===== config.mk =====
export PLATFORM = sky130hd
export DESIGN_NAME = bin_to_bcd_seq
export DESIGN_NICKNAME = d
export VERILOG_FILES = /design/src/rtl/bcd_pkg.sv /design/src/rtl/bcd_digit_adj.sv /design/src/rtl/bin_to_bcd_seq.sv
export SDC_FILE = /design/constraint.sdc
export NUM_CORES = 1
export LEC_CHECK = 0
export CORE_MARGIN = 5
export CORE_UTILIZATION = 48
export DETAILED_ROUTE_END_ITERATION = 12
export PLACE_DENSITY = 0.75
export SLEW_MARGIN = 20
export SYNTH_ARGS = -nofsm -noshare
export SYNTH_HDL_FRONTEND = slang
export SYNTH_HIERARCHICAL = 1
export SYNTH_SLANG_ARGS = --single-unit
export TNS_END_PERCENT = 100

===== constraint.sdc =====
create_clock -name clk -period 1.5 [get_ports clk]
set_input_delay 0.375 -clock clk [delete_from_list [all_inputs] [get_ports clk]]
set_output_delay 0.375 -clock clk [all_outputs]
set_load 0.02 [all_outputs]

===== src/rtl/bcd_pkg.sv =====
// -----------------------------------------------------------------------------
// bcd_pkg
// Shared definitions for the BCD blocks in this codebase.
//   BCD_DIGIT_W    : width of one packed BCD digit
//   BCD_ADJ_THRESH : digit value at and above which double-dabble adds 3
//   bcd_state_t    : sequencer states of the binary-to-BCD converter
//   bcd_adjust()   : single-digit add-3 correction, reusable by other blocks
// -----------------------------------------------------------------------------
package bcd_pkg;

    localparam int BCD_DIGIT_W = 4;
    localparam logic [BCD_DIGIT_W-1:0] BCD_ADJ_THRESH = 4'd5;

    typedef enum logic [1:0] {
        IDLE,
        SHIFT,
        DONE
    } bcd_state_t;

    // A digit of at most 9 becomes at most 12 after correction, so the
    // result always fits back into the same 4 bits.
    function automatic logic [BCD_DIGIT_W-1:0] bcd_adjust(
        input logic [BCD_DIGIT_W-1:0] d
    );
        return (d >= BCD_ADJ_THRESH) ? d + 4'd3 : d;
    endfunction

endpackage


===== src/rtl/bcd_digit_adj.sv =====
// -----------------------------------------------------------------------------
// bcd_digit_adj
// Combinational add-3 correction for one BCD digit, applied ahead of the
// left shift in each double-dabble step.
// Ports:
//   din  : input  [3:0] scratch digit before correction
//   dout : output [3:0] digit after correction (din+3 if din>=5, else din)
// -----------------------------------------------------------------------------
module bcd_digit_adj
    import bcd_pkg::*;
(
    input  logic [BCD_DIGIT_W-1:0] din,
    output logic [BCD_DIGIT_W-1:0] dout
);

    assign dout = bcd_adjust(din);

endmodule


===== src/rtl/bin_to_bcd_seq.sv =====
// -----------------------------------------------------------------------------
// bin_to_bcd_seq
// Sequential binary-to-BCD converter (shift-and-add-3). One conversion per
// accepted start; the result is held on bcd/overflow until the next done.
// Parameters:
//   IN_W   : width of the unsigned binary input
//   DIGITS : number of BCD output digits (digit 0 is the LSD in bcd[3:0])
// Ports:
//   clk         : input            system clock, rising edge
//   rst_n       : input            asynchronous active-low reset
//   start       : input            conversion request, sampled when busy=0
//   bin         : input  [IN_W]    value to convert, sampled on accept edge
//   busy        : output           conversion in progress
//   done        : output           one-cycle pulse when results update
//   bcd         : output [4*DIGITS] packed BCD result
//   overflow    : output           bin exceeded 10^DIGITS-1 (bcd invalid)
//   digit_blank : output [DIGITS]  leading-zero blank mask
// Optional build macro:
//   BIN_TO_BCD_LZ_BLANK_EN - when defined, digit_blank flags leading zero
//   digits (never digit 0, cleared on overflow); otherwise it is tied to 0.
// -----------------------------------------------------------------------------
module bin_to_bcd_seq
    import bcd_pkg::*;
#(
    parameter int IN_W   = 11,
    parameter int DIGITS = 4
) (
    input  logic                          clk,
    input  logic                          rst_n,
    input  logic                          start,
    input  logic [IN_W-1:0]               bin,
    output logic                          busy,
    output logic                          done,
    output logic [BCD_DIGIT_W*DIGITS-1:0] bcd,
    output logic                          overflow,
    output logic [DIGITS-1:0]             digit_blank
);

    localparam int BCD_W = BCD_DIGIT_W * DIGITS;
    localparam int CNT_W = (IN_W > 1) ? $clog2(IN_W) : 1;

    bcd_state_t state, state_next;

    logic [IN_W-1:0]  sr;
    logic [BCD_W-1:0] dig;
    logic             ovf_s;
    logic [CNT_W-1:0] count;

    logic             load;
    logic             step;
    logic             finish;

    logic [BCD_W-1:0] adj;
    logic             carry_out;
    logic [BCD_W-1:0] dig_shift;
    logic [IN_W-1:0]  sr_shift;
    logic             ovf_next;

    // Per-digit add-3 correction on the current scratch digits.
    for (genvar k = 0; k < DIGITS; k++) begin : g_adj
        bcd_digit_adj u_adj (
            .din  (dig[k*BCD_DIGIT_W +: BCD_DIGIT_W]),
            .dout (adj[k*BCD_DIGIT_W +: BCD_DIGIT_W])
        );
    end

    // One double-dabble step: corrected digits and the shift register move
    // left together; the bit leaving the top digit marks overflow.
    always_comb begin
        {carry_out, dig_shift, sr_shift} = {adj, sr, 1'b0};
        ovf_next = ovf_s | carry_out;
    end

    // State register.
    always_ff @(posedge clk or negedge rst_n) begin
        if (!rst_n) begin
            state <= IDLE;
        end else begin
            state <= state_next;
        end
    end

    // Next-state and control decode. A start in DONE is accepted directly so
    // a held start gives one result every IN_W+1 cycles.
    always_comb begin
        state_next = state;
        load       = 1'b0;
        step       = 1'b0;
        finish     = 1'b0;
        busy       = 1'b0;
        done       = 1'b0;
        unique case (state)
            IDLE: begin
                if (start) begin
                    load       = 1'b1;
                    state_next = SHIFT;
                end
            end
            SHIFT: begin
                busy = 1'b1;
                step = 1'b1;
                if (count == '0) begin
                    finish     = 1'b1;
                    state_next = DONE;
                end
            end
            DONE: begin
                done = 1'b1;
                if (start) begin
                    load       = 1'b1;
                    state_next = SHIFT;
                end else begin
                    state_next = IDLE;
                end
            end
            default: begin
                state_next = IDLE;
            end
        endcase
    end

    // Working registers: shift register, scratch digits, sticky overflow and
    // the step counter.
    always_ff @(posedge clk or negedge rst_n) begin
        if (!rst_n) begin
            sr    <= '0;
            dig   <= '0;
            ovf_s <= 1'b0;
            count <= '0;
        end else if (load) begin
            sr    <= bin;
            dig   <= '0;
            ovf_s <= 1'b0;
            count <= CNT_W'(IN_W - 1);
        end else if (step) begin
            sr    <= sr_shift;
            dig   <= dig_shift;
            ovf_s <= ovf_next;
            if (count != '0) begin
                count <= count - CNT_W'(1);
            end
        end
    end

    // Result registers load only from the final step, so intermediate
    // digits never appear on the outputs.
    always_ff @(posedge clk or negedge rst_n) begin
        if (!rst_n) begin
            bcd      <= '0;
            overflow <= 1'b0;
        end else if (finish) begin
            bcd      <= dig_shift;
            overflow <= ovf_next;
        end
    end

`ifdef BIN_TO_BCD_LZ_BLANK_EN
    logic [DIGITS-1:0] blank_next;
    logic [DIGITS-1:0] blank_q;

    // A digit is blanked when it and every digit above it are zero. Digit 0
    // is never blanked so a zero result still shows one "0".
    always_comb begin
        logic zero_run;
        blank_next = '0;
        zero_run   = 1'b1;
        for (int k = DIGITS - 1; k >= 1; k--) begin
            zero_run      = zero_run & (dig_shift[k*BCD_DIGIT_W +: BCD_DIGIT_W] == '0);
            blank_next[k] = zero_run;
        end
        if (ovf_next) begin
            blank_next = '0;
        end
    end

    always_ff @(posedge clk or negedge rst_n) begin
        if (!rst_n) begin
            blank_q <= '0;
        end else if (finish) begin
            blank_q <= blank_next;
        end
    end

    assign digit_blank = blank_q;
`else
    assign digit_blank = '0;
`endif

endmodule

==> results_dict.tcl, run 1 <==
set metrics [dict create \
    syn_area_sq_mm 0.00249 \
    core-area_sq_mm 0.00507 \
    drtPass1Iterations 4 \
    synth_top_cell_by_area "dfrtp_1" \
    ys_warn_count 6 \
    cp.arrival_ns 1.76 \
    synth_cell_types 33 \
    dieArea_sq_mm 0.00674 \
    maxCapViolCount 0 \
    grt_pass1_vias 1897 \
    drt_wl_total_mm 5.44 \
    holdWs_ns 0.492 \
    finalSetupTns_ns -0.703 \
    cts_sinks 51 \
    ant_nets 0 \
    seqPwrFrac_pct 32.8 \
    drc_errors 0 \
    cp-end-kind "flip-flop" \
    synthTopCellsByArea "dfrtp_1 51%, a22o_1 6.0%, ha_1 5.0%" \
    leakagePower_nw 1.65 \
    max-vdd-ir-drop_v 0.00125 \
    drive_gt1_share_pct 30.9 \
    post_drt_wl_per_cell_um 15.3 \
    syn_avg_cell_area_sq_um 11.1 \
    setup_ws_ns -0.0632 \
    track_usage_pct 17.6 \
    hold_violations 0 \
    ys_seq_area_share_pct 51.2 \
    worstHoldPathType "in2async" \
    pwr-share-clk_pct 11.3 \
    violations "negative setup slack" \
    synth.ff_latch_count 51 \
    area_growth_syn_to_layout_pct 35.1 \
    skew_ns 0.00829 \
    p_int_mw 4.61 \
    antenna_found_initial 0 \
    dp_hpwl_mm 3.48 \
    setup-violations-final 17 \
    cts_buffer_depth 2 \
    path_class "reg2reg" \
    htree_num_levels 2 \
    layout_min_cycle_time_ns 1.56 \
    fp.dieW_um 82.1 \
    num_antenna_cells 0 \
    dp_slack_ns -0.183 \
    drt-initial-drc-count 118 \
    grt_overflow_total 0 \
    cts_tree "built" \
    rsz0062_at_grt "yes" \
    slowest_stage "dfrtp_1" \
    switchingPower_mw 2.97 \
    p_per_area_mw_per_mm2 2250 \
    post_dp_cell_area_sq_mm 0.00301 \
    slowest_delay_ns 0.41 \
    rows 26 \
    root_buffer "clkbuf_8" \
    initial_core_util_pct 49.2 \
    io_buffers 32 \
    p_sw_share_pct 39.2 \
    die_h_um 82.1 \
    status "complete, but fails checks" \
    crit_chain "inv_2 > ha_4 > nor3b_4 > nand2_4 > clkbuf_16 > mux2_4" \
    finalCritPeriodShare_pct 104 \
    clkTransAtPathRegs_ns 0.09 \
    netlist_instances 224 \
    layout.nets 308 \
    combinationalPowerShare_pct 55.9 \
    clk_latency_ns 0.30 \
    via_per_inst 5.31 \
    io_pins 37 \
    grt_pass1_wl_mm 9.00 \
    finalInstanceArea_sq_mm 0.00337 \
    synth_top_area_share_pct 51.2 \
    setup.worst_path.start_class "flip-flop" \
    max_freq_ghz 0.640 \
    cts-buffers-inserted 5 \
    grt_max_degree 40 \
    required_ns 1.69 \
    critPathMaxFanout 4 \
    total_power_mw 7.58 \
    gp_congestion 0.788 \
    vias 1885 \
    drv_slew 0 \
]
==> cells in the final DEF (no fill, tap or decap), types with 3 or more instances in the layout <==
master / n
nand2_1: 28
o21ai_1: 6
o21ai_0: 6
xnor2_1: 4
buf_4: 24
ha_2: 3
dlygate4sd2_1: 17
buf_12: 4
nand3_1: 11
a22oi_1: 9
inv_1: 4
nor2_1: 7
nand2b_1: 6
dfrtp_1: 50
a21oi_4: 4
clkbuf_8: 7
mux2_2: 7
inv_2: 8
mux2i_2: 4
conb_1: 4
mux2_4: 9
a22o_1: 17
ha_1: 3
ha_4: 4
clkdlybuf4s50_1: 12
nand2b_4: 4
==> critical path, delay by kind of cell, from the launching register on <==
kind	cells	cell delay [ns]
simple gates	2	0.35
flops	1	0.41
mux	1	0.29
buf+inv	2	0.27
fa+ha+maj	1	0.13
==> timing repair <==
item,in CTS,in global routing
setup buffers,7,5
pin swaps,6,9
resized for setup,38,24
gates cloned,1,1
hold buffers,1,0
hold endpoints to repair,12,0
endpoints found under the setup margin,29,27
==> cells by family (layout without fill, tap and decap cells) <==
logic type	after synthesis	in the layout	share of synthesized area [%]
flip-flops	51	51	51.2
AO/OA/AOI/OAI	48	48	14.0
AND/OR/NAND/NOR	64	64	12.9
XOR/XNOR	4	4	1.40
other	1	4	0.150
adder cells (fa/ha/maj)	10	10	5.02
multiplexers	21	21	10.4
buffers and inverters	25	83	4.91
==> power groups by stage <==
stage               clock (mW)  sequential [mW]  combinational, mW
CTS                      0.886             2.45               3.83
global route             0.942             2.58               4.64
detailed placement           0             2.47               3.65
floorplan                    0             2.62               2.20
finish                   0.855             2.49               4.24
global placement             0             2.45               3.49
==> stage by stage <==
step | utilization [%] | cells
final | 66.4 | 355
after global placement | 59.3 | 333
after detailed placement | 59.3 | 333
after global routing | 66.4 | 355
after floorplan | - | 227
after CTS | 63.5 | 350
==> final timing paths <==
check / startpoint / end / slack [ns] / cells past startpoint
worst max-delay path: count[1] / bcd[13] / -0.06 / 6
worst min register to register: sr[2] / sr[3] / 0.50 / 2
worst min-delay path: rst_n / dig[6] / 0.49 / 2
worst max register to register: count[1] / bcd[13] / -0.06 / 6
max in group asynchronous: rst_n / count[2] / 0.49 / 3
min in group clk: sr[2] / sr[3] / 0.50 / 2
==> synth_stat cells <==
master and n:
dfrtp_1 51, nand2_1 28, a22o_1 17, inv_1 11, nand3_1 11, ha_1 10
nand2b_1 10, a22oi_1 9, mux2_2 8, mux2_4 8, o21ai_0 8, nor2_1 7
buf_2 5, mux2i_1 5, a21oi_2 4, buf_4 4, o21ai_1 4, xnor2_1 4
clkbuf_1 3, a21oi_1 2, nor2b_1 2, nor3_1 2, a311oi_1 1, a31oi_1 1
buf_6 1, conb_1 1, inv_2 1, nand2_4 1, nor2_4 1, nor3b_4 1
o211ai_1 1, o22ai_1 1, or3b_1 1
==> final cells by class <==
class / instances / area [sq um]
repair buffers: 63 / 613
fillers: 416 / 1710
inverters: 12 / 45.0
clock buffers: 8 / 100
flip-flops and latches: 51 / 1280
multi-input cells: 151 / 1250
well taps: 70 / 87.6
==> registers in the layout, indices dropped and copies added (netlist names) <==
| register | cells |
|---|---|
| overflow | 1 |
| bcd | 16 |
| sr | 11 |
| state | 2 |
| count | 4 |
| dig | 16 |
| ovf_s | 1 |
==> routing by layer <==
layer / vias up / track usage [%] / share of wire [%]
met2: 39 / 28.7 / 49
met5: - / 0 / 0
met3: 9 / 3.36 / 3.6
met1: 941 / 23.2 / 46
met4: 0 / 6.64 / 1.5
li1: 896 / - / -
No activity file was read; power rests on OpenSTA's default activity.
==> inputs of run 2 (changes only) <==
PLACE_DENSITY = 0.78   (was 0.75)
SETUP_SLACK_MARGIN = 0.4   (was default)
==> run 2 against run 1 <==
  * The run still ends with negative setup slack left
  * Core utilization increased by 8.7 points
  * Largest power group unchanged
  * Setup slack improved by 0.047 ns
  * Highest routed layer unchanged
  * Clock skew is 0.0015 ns higher
  * Critical endpoint is now bcd[9]
==> results_dict.tcl, run 2 (synthesis gave the netlist of run 1 again) <==
set metrics [dict create \
    status "complete, but fails checks" \
    violations "negative setup slack" \
    grt_pass1_wl_mm 9.68 \
    cp.arrival_ns 1.71 \
    slowest_delay_ns 0.40 \
    finalCritPeriodShare_pct 101 \
    drtPass1Iterations 4 \
    drt_wl_total_mm 6.08 \
    layout.nets 322 \
    gp_congestion 0.817 \
    rr_worst_depth 6 \
    finalSetupTns_ns -0.0412 \
    reg2reg_from "count[1]" \
    dp_hpwl_mm 3.43 \
    setup_ws_ns -0.0165 \
    max_freq_ghz 0.659 \
    worstHoldPathType "in2async" \
    r2r-end "bcd[9]" \
    maxCapViolCount 0 \
    cp.buffers_inverters 2 \
    htree_num_levels 2 \
    io_buffers 32 \
    required_ns 1.69 \
    cts-buffers-inserted 5 \
    via_per_inst 5.41 \
    clkTransAtPathRegs_ns 0.10 \
    grt_pass1_vias 2044 \
    cp-end-kind "flip-flop" \
    drv_slew 0 \
    cts_buffer_depth 2 \
    core-area_sq_mm 0.00507 \
    rsz0062_at_grt "yes" \
    initial_core_util_pct 49.2 \
    post_drt_wl_per_cell_um 16.5 \
    path_class "reg2reg" \
    critPathMaxFanout 5 \
    leakagePower_nw 1.77 \
    p_per_area_mw_per_mm2 2410 \
    slowest_stage "dfrtp_1" \
    drt-initial-drc-count 117 \
    max-vdd-ir-drop_v 0.00127 \
    ant_nets 0 \
    rows 26 \
    cts_sinks 51 \
    layout_min_cycle_time_ns 1.52 \
    skew_ns 0.00974 \
    die_h_um 82.1 \
    num_antenna_cells 0 \
    utilization_pct 75.1 \
    io_pins 37 \
    finalNonFillerCells 369 \
    final_common_cell "dfrtp_1" \
    grt_max_degree 52 \
    reg.largest.list "bcd: 16 flops, dig: 16 flops, sr: 11 flops" \
    setup.worst_path.start_class "flip-flop" \
    drc_errors 0 \
    antenna_found_initial 0 \
    hold_violations 0 \
    root_buffer "clkbuf_8" \
    crit_chain "inv_2 > ha_4 > nor3b_4 > buf_6 > nand2_8 > mux2_4" \
    grt_overflow_total 0 \
    cpLargestDelayFamily "flip-flops" \
    cts_tree "built" \
    final_cell_mix "50 x dfrtp_1, 30 x buf_4, 27 x buf_6, 26 x nand2_1, 17 x a22o_1" \
    r2r_setup_slack_ns -0.02 \
    dieArea_sq_mm 0.00674 \
    area_growth_syn_to_layout_pct 52.8 \
    vias 1998 \
    fp.dieW_um 82.1 \
    placedCellCount 332 \
    clk_latency_ns 0.31 \
    setup-violations-final 5 \
    drive_gt1_share_pct 51.8 \
    track_usage_pct 19.2 \
]
-- run 2: cell count changes in the layout (fill, tap and decap cells not counted), sizes merged --
cell / change
nand2: +2
clkinvlp: +1
clkbuf: -4
dlygate4sd2: -16
bufinv: +2
clkdlybuf4s50: -1
dlygate4sd3: -1
buf: +31
-- run 2: worst max-delay path by stage --
stage | start | to | cells past startpoint
2_1_floorplan | count[0] | bcd[10] | 6
3_3_place_gp | start | count[3] | 5
3_5_place_dp | start | dig[13] | 4
4_1_cts | state[0] | done | 2
5_1_grt | count[0] | bcd[10] | 6
6_report | count[1] | bcd[9] | 6
-- run 2: repair_timing --
action | 4_1_cts | 5_1_grt
endpoints found under the hold margin | 0 | 0
gates cloned | 3 | 0
setup buffers | 19 | 7
hold buffers | 0 | 0
resized for setup | 167 | 30
pin swaps | 11 | 13
setup endpoints to repair | 70 | 70
-- run 2: metal layers --
metal,part of all wire (%),GRT usage [%],vias to the layer above
met4,1.8,7.14,0
met3,4.2,4.34,9
met1,41,23.1,1008
met2,53,33.4,49
li1,-,-,932
met5,0,0,-
-- run 2: where the power goes --
part | total, mW | internal [mW] | switching [mW] | leakage [nW]
Combinational | 5.44 | 2.92 | 2.52 | 1.06
Sequential | 2.60 | 1.99 | 0.610 | 0.643
Clock | 1.13 | 0.665 | 0.465 | 0.0644
Total | 9.17 | 5.57 | 3.60 | 1.77
-- run 2: final cells by class --
cell class / count / area (sq um)
clock buffers: 5 / 68.8
clock inverters: 3 / 67.6
fillers: 326 / 1260
inverters: 12 / 50.0
multi-input cells: 153 / 1510
flip-flops and latches: 51 / 1280
well taps: 70 / 87.6
repair buffers: 75 / 748
-- run 2: through the flow --
step	hold slack, ns	instance area [sq um]	power [mW]	setup WS, ns
final	0.0332	3810	9.17	-0.0165
after global routing	0.0552	3810	9.73	-0.0749
after CTS	0.0518	3620	8.61	0.0176
after detailed placement	0.387	3070	6.32	-0.189
after global placement	0.385	3070	6.16	-0.119
after floorplan	0.0794	2630	5.16	-0.00360
